`src/rtl/bit_replay.sv`:
```
// bit_replay: packs host bytes into 16-bit words in a block RAM and
// replays them as a serial bitstream, MSB of each word first.
//
// Ports:
//   i_clk        system clock
//   i_rst        asynchronous active-low reset
//   i_load       pulse, start a new load session (clears words/overflow)
//   i_byte_in    data byte, valid with i_byte_stb
//   i_byte_stb   byte strobe, only honoured in LOAD
//   i_play       pulse, start playback (needs at least one stored word)
//   i_loop       sampled with i_play: 1 = repeat, 0 = one-shot
//   i_stop       abort load or playback
//   o_sig_out    replayed bitstream, 0 when not playing
//   o_busy       high while playing
//   o_done       one-cycle pulse at the end of a one-shot playback
//   o_words      number of complete words stored
//   o_overflow   sticky, a byte arrived while memory was full
module bit_replay #(
    parameter int DIV = 1,
    parameter int AW  = 8
) (
    input  logic          i_clk,
    input  logic          i_rst,
    input  logic          i_load,
    input  logic [7:0]    i_byte_in,
    input  logic          i_byte_stb,
    input  logic          i_play,
    input  logic          i_loop,
    input  logic          i_stop,
    output logic          o_sig_out,
    output logic          o_busy,
    output logic          o_done,
    output logic [AW:0]   o_words,
    output logic          o_overflow
);

    localparam int DW = (DIV > 1) ? $clog2(DIV) : 1;
    localparam logic [DW-1:0] DIV_LAST = DW'(DIV - 1);
    localparam logic [DW-1:0] DIV_ONE  = DW'(1);
    localparam logic [AW:0]   W_ONE    = (AW + 1)'(1);
    localparam logic [AW-1:0] A_ONE    = AW'(1);

    typedef enum logic [1:0] {
        S_IDLE,
        S_LOAD,
        S_PLAY
    } state_t;

    state_t        r_state;
    logic [AW:0]   r_words;
    logic          r_ovf;
    logic          r_half;
    logic [7:0]    r_hold;
    logic [AW-1:0] r_raddr;
    logic [AW-1:0] r_widx;
    logic [15:0]   r_rdata;
    logic [15:0]   r_sr;
    logic [DW-1:0] r_div;
    logic [3:0]    r_bit;
    logic [1:0]    r_warm;
    logic          r_loop;
    logic          r_busy;
    logic          r_done;

    logic [15:0]   r_mem [0:(2**AW)-1];

    logic [AW:0]   w_last;
    logic [AW-1:0] w_raddr_next;
    logic          w_widx_last;
    logic          w_full;
    logic          w_play_go;
    logic          w_stb_ok;
    logic          w_we;

    assign w_last       = r_words - W_ONE;
    // Prefetch address wraps to 0 after the last stored word.
    assign w_raddr_next = ({1'b0, r_raddr} == w_last) ? '0 : r_raddr + A_ONE;
    assign w_widx_last  = ({1'b0, r_widx} == w_last);
    assign w_full       = r_words[AW];
    assign w_play_go    = i_play && (r_words != '0);
    // Commands outrank a strobe arriving in the same cycle.
    assign w_stb_ok     = (r_state == S_LOAD) && i_byte_stb && !i_stop
                          && !i_load && !w_play_go;
    assign w_we         = w_stb_ok && !w_full && r_half;

    // Block RAM: synchronous write, registered read, no reset.
    always_ff @(posedge i_clk) begin
        if (w_we) begin
            r_mem[r_words[AW-1:0]] <= {r_hold, i_byte_in};
        end
        r_rdata <= r_mem[r_raddr];
    end

    always_ff @(posedge i_clk or negedge i_rst) begin
        if (!i_rst) begin
            r_state <= S_IDLE;
            r_words <= '0;
            r_ovf   <= 1'b0;
            r_half  <= 1'b0;
            r_hold  <= '0;
            r_raddr <= '0;
            r_widx  <= '0;
            r_sr    <= '0;
            r_div   <= '0;
            r_bit   <= '0;
            r_warm  <= '0;
            r_loop  <= 1'b0;
            r_busy  <= 1'b0;
            r_done  <= 1'b0;
        end else begin
            r_done <= 1'b0;
            if (i_stop) begin
                r_state <= S_IDLE;
                r_busy  <= 1'b0;
                r_sr    <= '0;
                r_half  <= 1'b0;
            end else if (i_load) begin
                r_state <= S_LOAD;
                r_busy  <= 1'b0;
                r_sr    <= '0;
                r_words <= '0;
                r_ovf   <= 1'b0;
                r_half  <= 1'b0;
            end else begin
                unique case (r_state)
                    S_IDLE, S_LOAD: begin
                        if (w_play_go) begin
                            r_state <= S_PLAY;
                            r_busy  <= 1'b1;
                            r_loop  <= i_loop;
                            r_raddr <= '0;
                            r_warm  <= 2'd2;
                            r_div   <= '0;
                            r_bit   <= '0;
                            r_sr    <= '0;
                            r_half  <= 1'b0;
                        end else if (w_stb_ok) begin
                            if (w_full) begin
                                r_ovf <= 1'b1;
                            end else if (!r_half) begin
                                r_hold <= i_byte_in;
                                r_half <= 1'b1;
                            end else begin
                                r_words <= r_words + W_ONE;
                                r_half  <= 1'b0;
                            end
                        end
                    end
                    S_PLAY: begin
                        if (r_warm == 2'd2) begin
                            // Word 0 is being read; queue word 1.
                            r_warm  <= 2'd1;
                            r_raddr <= w_raddr_next;
                        end else if (r_warm == 2'd1) begin
                            r_warm <= 2'd0;
                            r_sr   <= r_rdata;
                            r_div  <= '0;
                            r_bit  <= '0;
                            r_widx <= '0;
                        end else if (r_div != DIV_LAST) begin
                            r_div <= r_div + DIV_ONE;
                        end else begin
                            r_div <= '0;
                            if (r_bit != 4'd15) begin
                                r_bit <= r_bit + 4'd1;
                                r_sr  <= {r_sr[14:0], 1'b0};
                            end else if (w_widx_last && !r_loop) begin
                                r_state <= S_IDLE;
                                r_busy  <= 1'b0;
                                r_sr    <= '0;
                                r_done  <= 1'b1;
                            end else begin
                                // Prefetched word is already in r_rdata.
                                r_sr    <= r_rdata;
                                r_bit   <= '0;
                                r_widx  <= r_raddr;
                                r_raddr <= w_raddr_next;
                            end
                        end
                    end
                    default: r_state <= S_IDLE;
                endcase
            end
        end
    end

    assign o_sig_out  = r_sr[15];
    assign o_busy     = r_busy;
    assign o_done     = r_done;
    assign o_words    = r_words;
    assign o_overflow = r_ovf;

endmodule

```
`config.mk`:
```
export PLATFORM = sky130hd
export DESIGN_NAME = bit_replay
export DESIGN_NICKNAME = d
export VERILOG_FILES = /design/src/rtl/bit_replay.sv
export SDC_FILE = /design/constraint.sdc
export NUM_CORES = 2
export LEC_CHECK = 0
export BUFFER_PORTS_ARGS = -buffer_cell sky130_fd_sc_hd__clkbuf_2
export CORE_ASPECT_RATIO = 0.9
export CORE_UTILIZATION = 40
export DETAILED_ROUTE_END_ITERATION = 6
export PLACE_DENSITY_LB_ADDON = 0.25
export SYNTH_ARGS = -nofsm -noshare
export SYNTH_HDL_FRONTEND = slang
export SYNTH_SLANG_ARGS = --single-unit
export TNS_END_PERCENT = 10
```
`constraint.sdc`:
```
create_clock -name i_clk -period 3.9 [get_ports i_clk]
set_clock_uncertainty 0.2 [all_clocks]
set_input_delay 0.39 -clock i_clk [delete_from_list [all_inputs] [get_ports i_clk]]
set_output_delay 0.39 -clock i_clk [all_outputs]
set_load 0.01 [all_outputs]
```
==> results.md <==
- Largest net degree at the start of global routing: about 130
- Root Buffer: clkbuf_16
- CTS tree: built
- Crit Path Class: flop to flop
- Most used DFF post-synth: edfxtp_1
- Rel. slew slack: around 2.8%
- Worst Setup Start Kind: flop
- GRT overflow: 0
- Dpl hpwl: 321000 µm
- Worst Path Arrival: around 4.7 ns
- Synthesis-to-finish area growth: 17.6%
- Num ports: 28
- Drc violations: 17
- Slew @ Worst Pin: between 1 and 1.5 ns
- Die X: about 670 µm
- Starting DRT DRC Count: around 13000
- Port-buffer cells: 27
- Post-synthesis sequential area ratio: 76.7%
- Leakage power figure: 58.3 nW
- Yosys top cell by area: edfxtp_1
- CP Capture Type: flop
- Yosys Warn Count: 0
- Max FO, Critical Path: 8
- Fmax achieved: about 240 MHz
- Failing checks: design-rule violations, negative setup slack
- Syn_area_per_cell: roughly 20 µm²
- GRT Resource Usage Total: between 20% and 30%
- Flops & latches, synth: between 4000 and 5000
- Crit-path max cell delay: ~1.0 ns
- Hold crit path type: input port to flop
- Fraction of layout cells with a size suffix above 1: roughly a quarter
- Most instantiated cells after synthesis: 4096 x edfxtp_1, 726 x mux2i_1, 696 x mux4_2
- Worst Slack Setup Final: -0.202 ns
- Total Routed Length: 513000 µm
- Nets@finish: 8998
- # H-tree levels: 5
- GPL Wtd Cong: between 0.9 and 1
- Reg clk slew, reported paths: 0.07 ns
- Die Footprint: slightly above 400000 µm²
- Die height: 607 µm
- Post-synth EDFFs: just over 4000
- Starting Density: approximately two fifths
- Post-Synthesis Cells: approximately 8100
- Initial antenna violation count: 40
- Worst hold slack: 0.219 ns
- Max Slew Vio Count: 0
- Crit-path slowest cell: nor4_1
- Tot Pwr: about 100 mW
- Routed Antenna Nets: 0
- Routed vias/inst: about 6.1
- Status: finished, violations left
- RSZ-0062 raised after global routing: true
- Worst slack at placement: -0.230 ns
- Min cycle time layout: 4.10 ns
- Synth unique cells: 94
- Fraction of registers with async set/reset: 1.49%
- CTS Sinks: between 4000 and 5000
- Pwr/cell area: between 500 and 600 nW/µm²
- Worst skew pair latency: 0.98 ns
- Vias in the first global route: between 80000 and 90000
- Final setup violation count: 3
- Fraction of post-synthesis cell area in the top cell type by area: about three quarters
- Post-Syn Nets: around 8000
- Netlist Area Pre-Place: ~160000 µm²
- Row count: ~220
- Clock Path Buffers: 4
- Pre-antenna DRT Iters: 7
- Core ar.: 404000 µm²
- Via count: ~89000
- Final-report hold violation count: 0
- First-pass GRT wire length: just over 700000 µm
- Worst vdd ir: roughly 0.43 mV
- Period utilization: 105%
- Area contributors post-synth: edfxtp_1 76%, mux4_2 9.6%, mux2i_1 4.5%
- Count leader, synth: edfxtp_1
- Average wire per standard cell: about 35 µm
- Worst Path Required: 4.52 ns
- CTS buffer count: between 400 and 500
- Max-Cap Viols: 0
- CP Cell Sequence: buf_12 > buf_12 > buf_4 > mux2_2 > a221oi_1 > nand2_1 > nand3_1 > o21ai_0 > nor4_1 > nor4_1
==> flip-flops by register name (all words and copies together) (netlist names) <==
signal      count
r_state         2
o_words         9
r_raddr         8
r_bit           4
o_busy          1
r_warm          2
r_widx          8
o_overflow      1
r_mem        4096
r_sr           16
r_rdata        16
r_hold          8
o_done          1
r_loop          1
r_half          1
==> worst paths after layout <==
path	from	endpoint	slack, ns	depth (start not counted)
max	r_raddr[0]$_DFFE_PN0P_	r_rdata[1]$_DFF_P_	-0.20	10
min	i_load	r_state[1]$_DFFE_PN0P_	0.22	4
max reg2reg	r_raddr[0]$_DFFE_PN0P_	r_rdata[1]$_DFF_P_	-0.20	10
min reg2reg	r_rdata[15]$_DFF_P_	r_sr[15]$_DFFE_PN0P_	0.26	2
max in group asynchronous	i_rst	r_raddr[1]$_DFFE_PN0P_	2.67	4
min in group asynchronous	i_rst	r_widx[6]$_DFFE_PN0P_	0.37	4
==> critical path: cells and delay by family, from the launching register on <==
kind / cells / cell delay (ns)
compound gates: 2 / 0.76
simple gates: 4 / 1.48
flops: 1 / 0.47
mux: 1 / 0.35
buf+inv: 3 / 0.62
==> routing by layer <==
metal | vias to the layer above | wire length [µm] | GRT usage [%] | share of wire (%)
met3 | 835 | 55800 | 6.25 | 11
met5 | - | 236 | 0 | 0.046
met1 | 47500 | 210000 | 35.3 | 41
met4 | 18 | 21800 | 9.16 | 4.2
li1 | 35500 | - | - | -
met2 | 4995 | 226000 | 36.5 | 44
==> power breakdown <==
group | switching [mW] | internal (mW) | total, mW
registers | 0.694 | 51.2 | 51.9
clock network | 17.1 | 21.8 | 38.8
logic | 10.2 | 3.40 | 13.6
==> layout make-up <==
class | count | area (µm²)
clock inverters | 235 | 2010
repair buffers | 975 | 11300
fillers | 33000 | 212000
flip-flops and latches | 4174 | 125000
clock buffers | 523 | 11000
diodes | 20 | 50.0
well taps | 5352 | 6700
multi-input cells | 3368 | 35200
inverters | 34 | 143
==> logic make-up after synthesis <==
group,count (synthesis),share of synthesized area (%)
XOR/XNOR,25,0.151
adder cells (fa/ha/maj),10,0.0769
AO/OA/AOI/OAI,1055,4.46
multiplexers,1450,14.3
buffers and inverters,528,1.94
AND/OR/NAND/NOR,827,2.33
flip-flops,4174,76.7
==> metrics by stage <==
step,cell area [µm²],TNS [ns],utilization (%),instances
4_1_cts,191000,0,47.3,14700
6_report,191000,-0.302,47.4,14700
5_1_grt,191000,-0.232,47.4,14700
3_3_place_gp,178000,-0.744,44.1,13900
2_1_floorplan,163000,-3.06,-,8069
3_5_place_dp,178000,-0.385,44.1,13900
==> what timing repair did <==
action | in CTS | in global routing
gates cloned | 0 | 1
hold buffers | 21 | 0
endpoints found under the setup margin | 7 | 542
pin swaps | 0 | 3
gates resized for setup | 7 | 11
hold endpoints to repair | 800 | 0
setup buffers | 0 | 1
==> cell usage in the layout, fill, tap and decap left out, drive strengths merged, types with 21 or more instances in the layout <==
master / count
a22oi: 118
nand4: 21
nor2: 381
nand2: 158
a21oi: 215
a31oi: 25
clkbuf: 541
nor4: 32
bufinv: 27
buf: 937
mux2: 28
mux2i: 726
edfxtp: 4096
o21ai: 126
a211oi: 26
clkinv: 184
o22ai: 178
o221ai: 217
inv: 49
mux4: 696
nor3: 59
dfrtp: 62
nand3: 79
No activity file was read; power rests on OpenSTA's default activity.
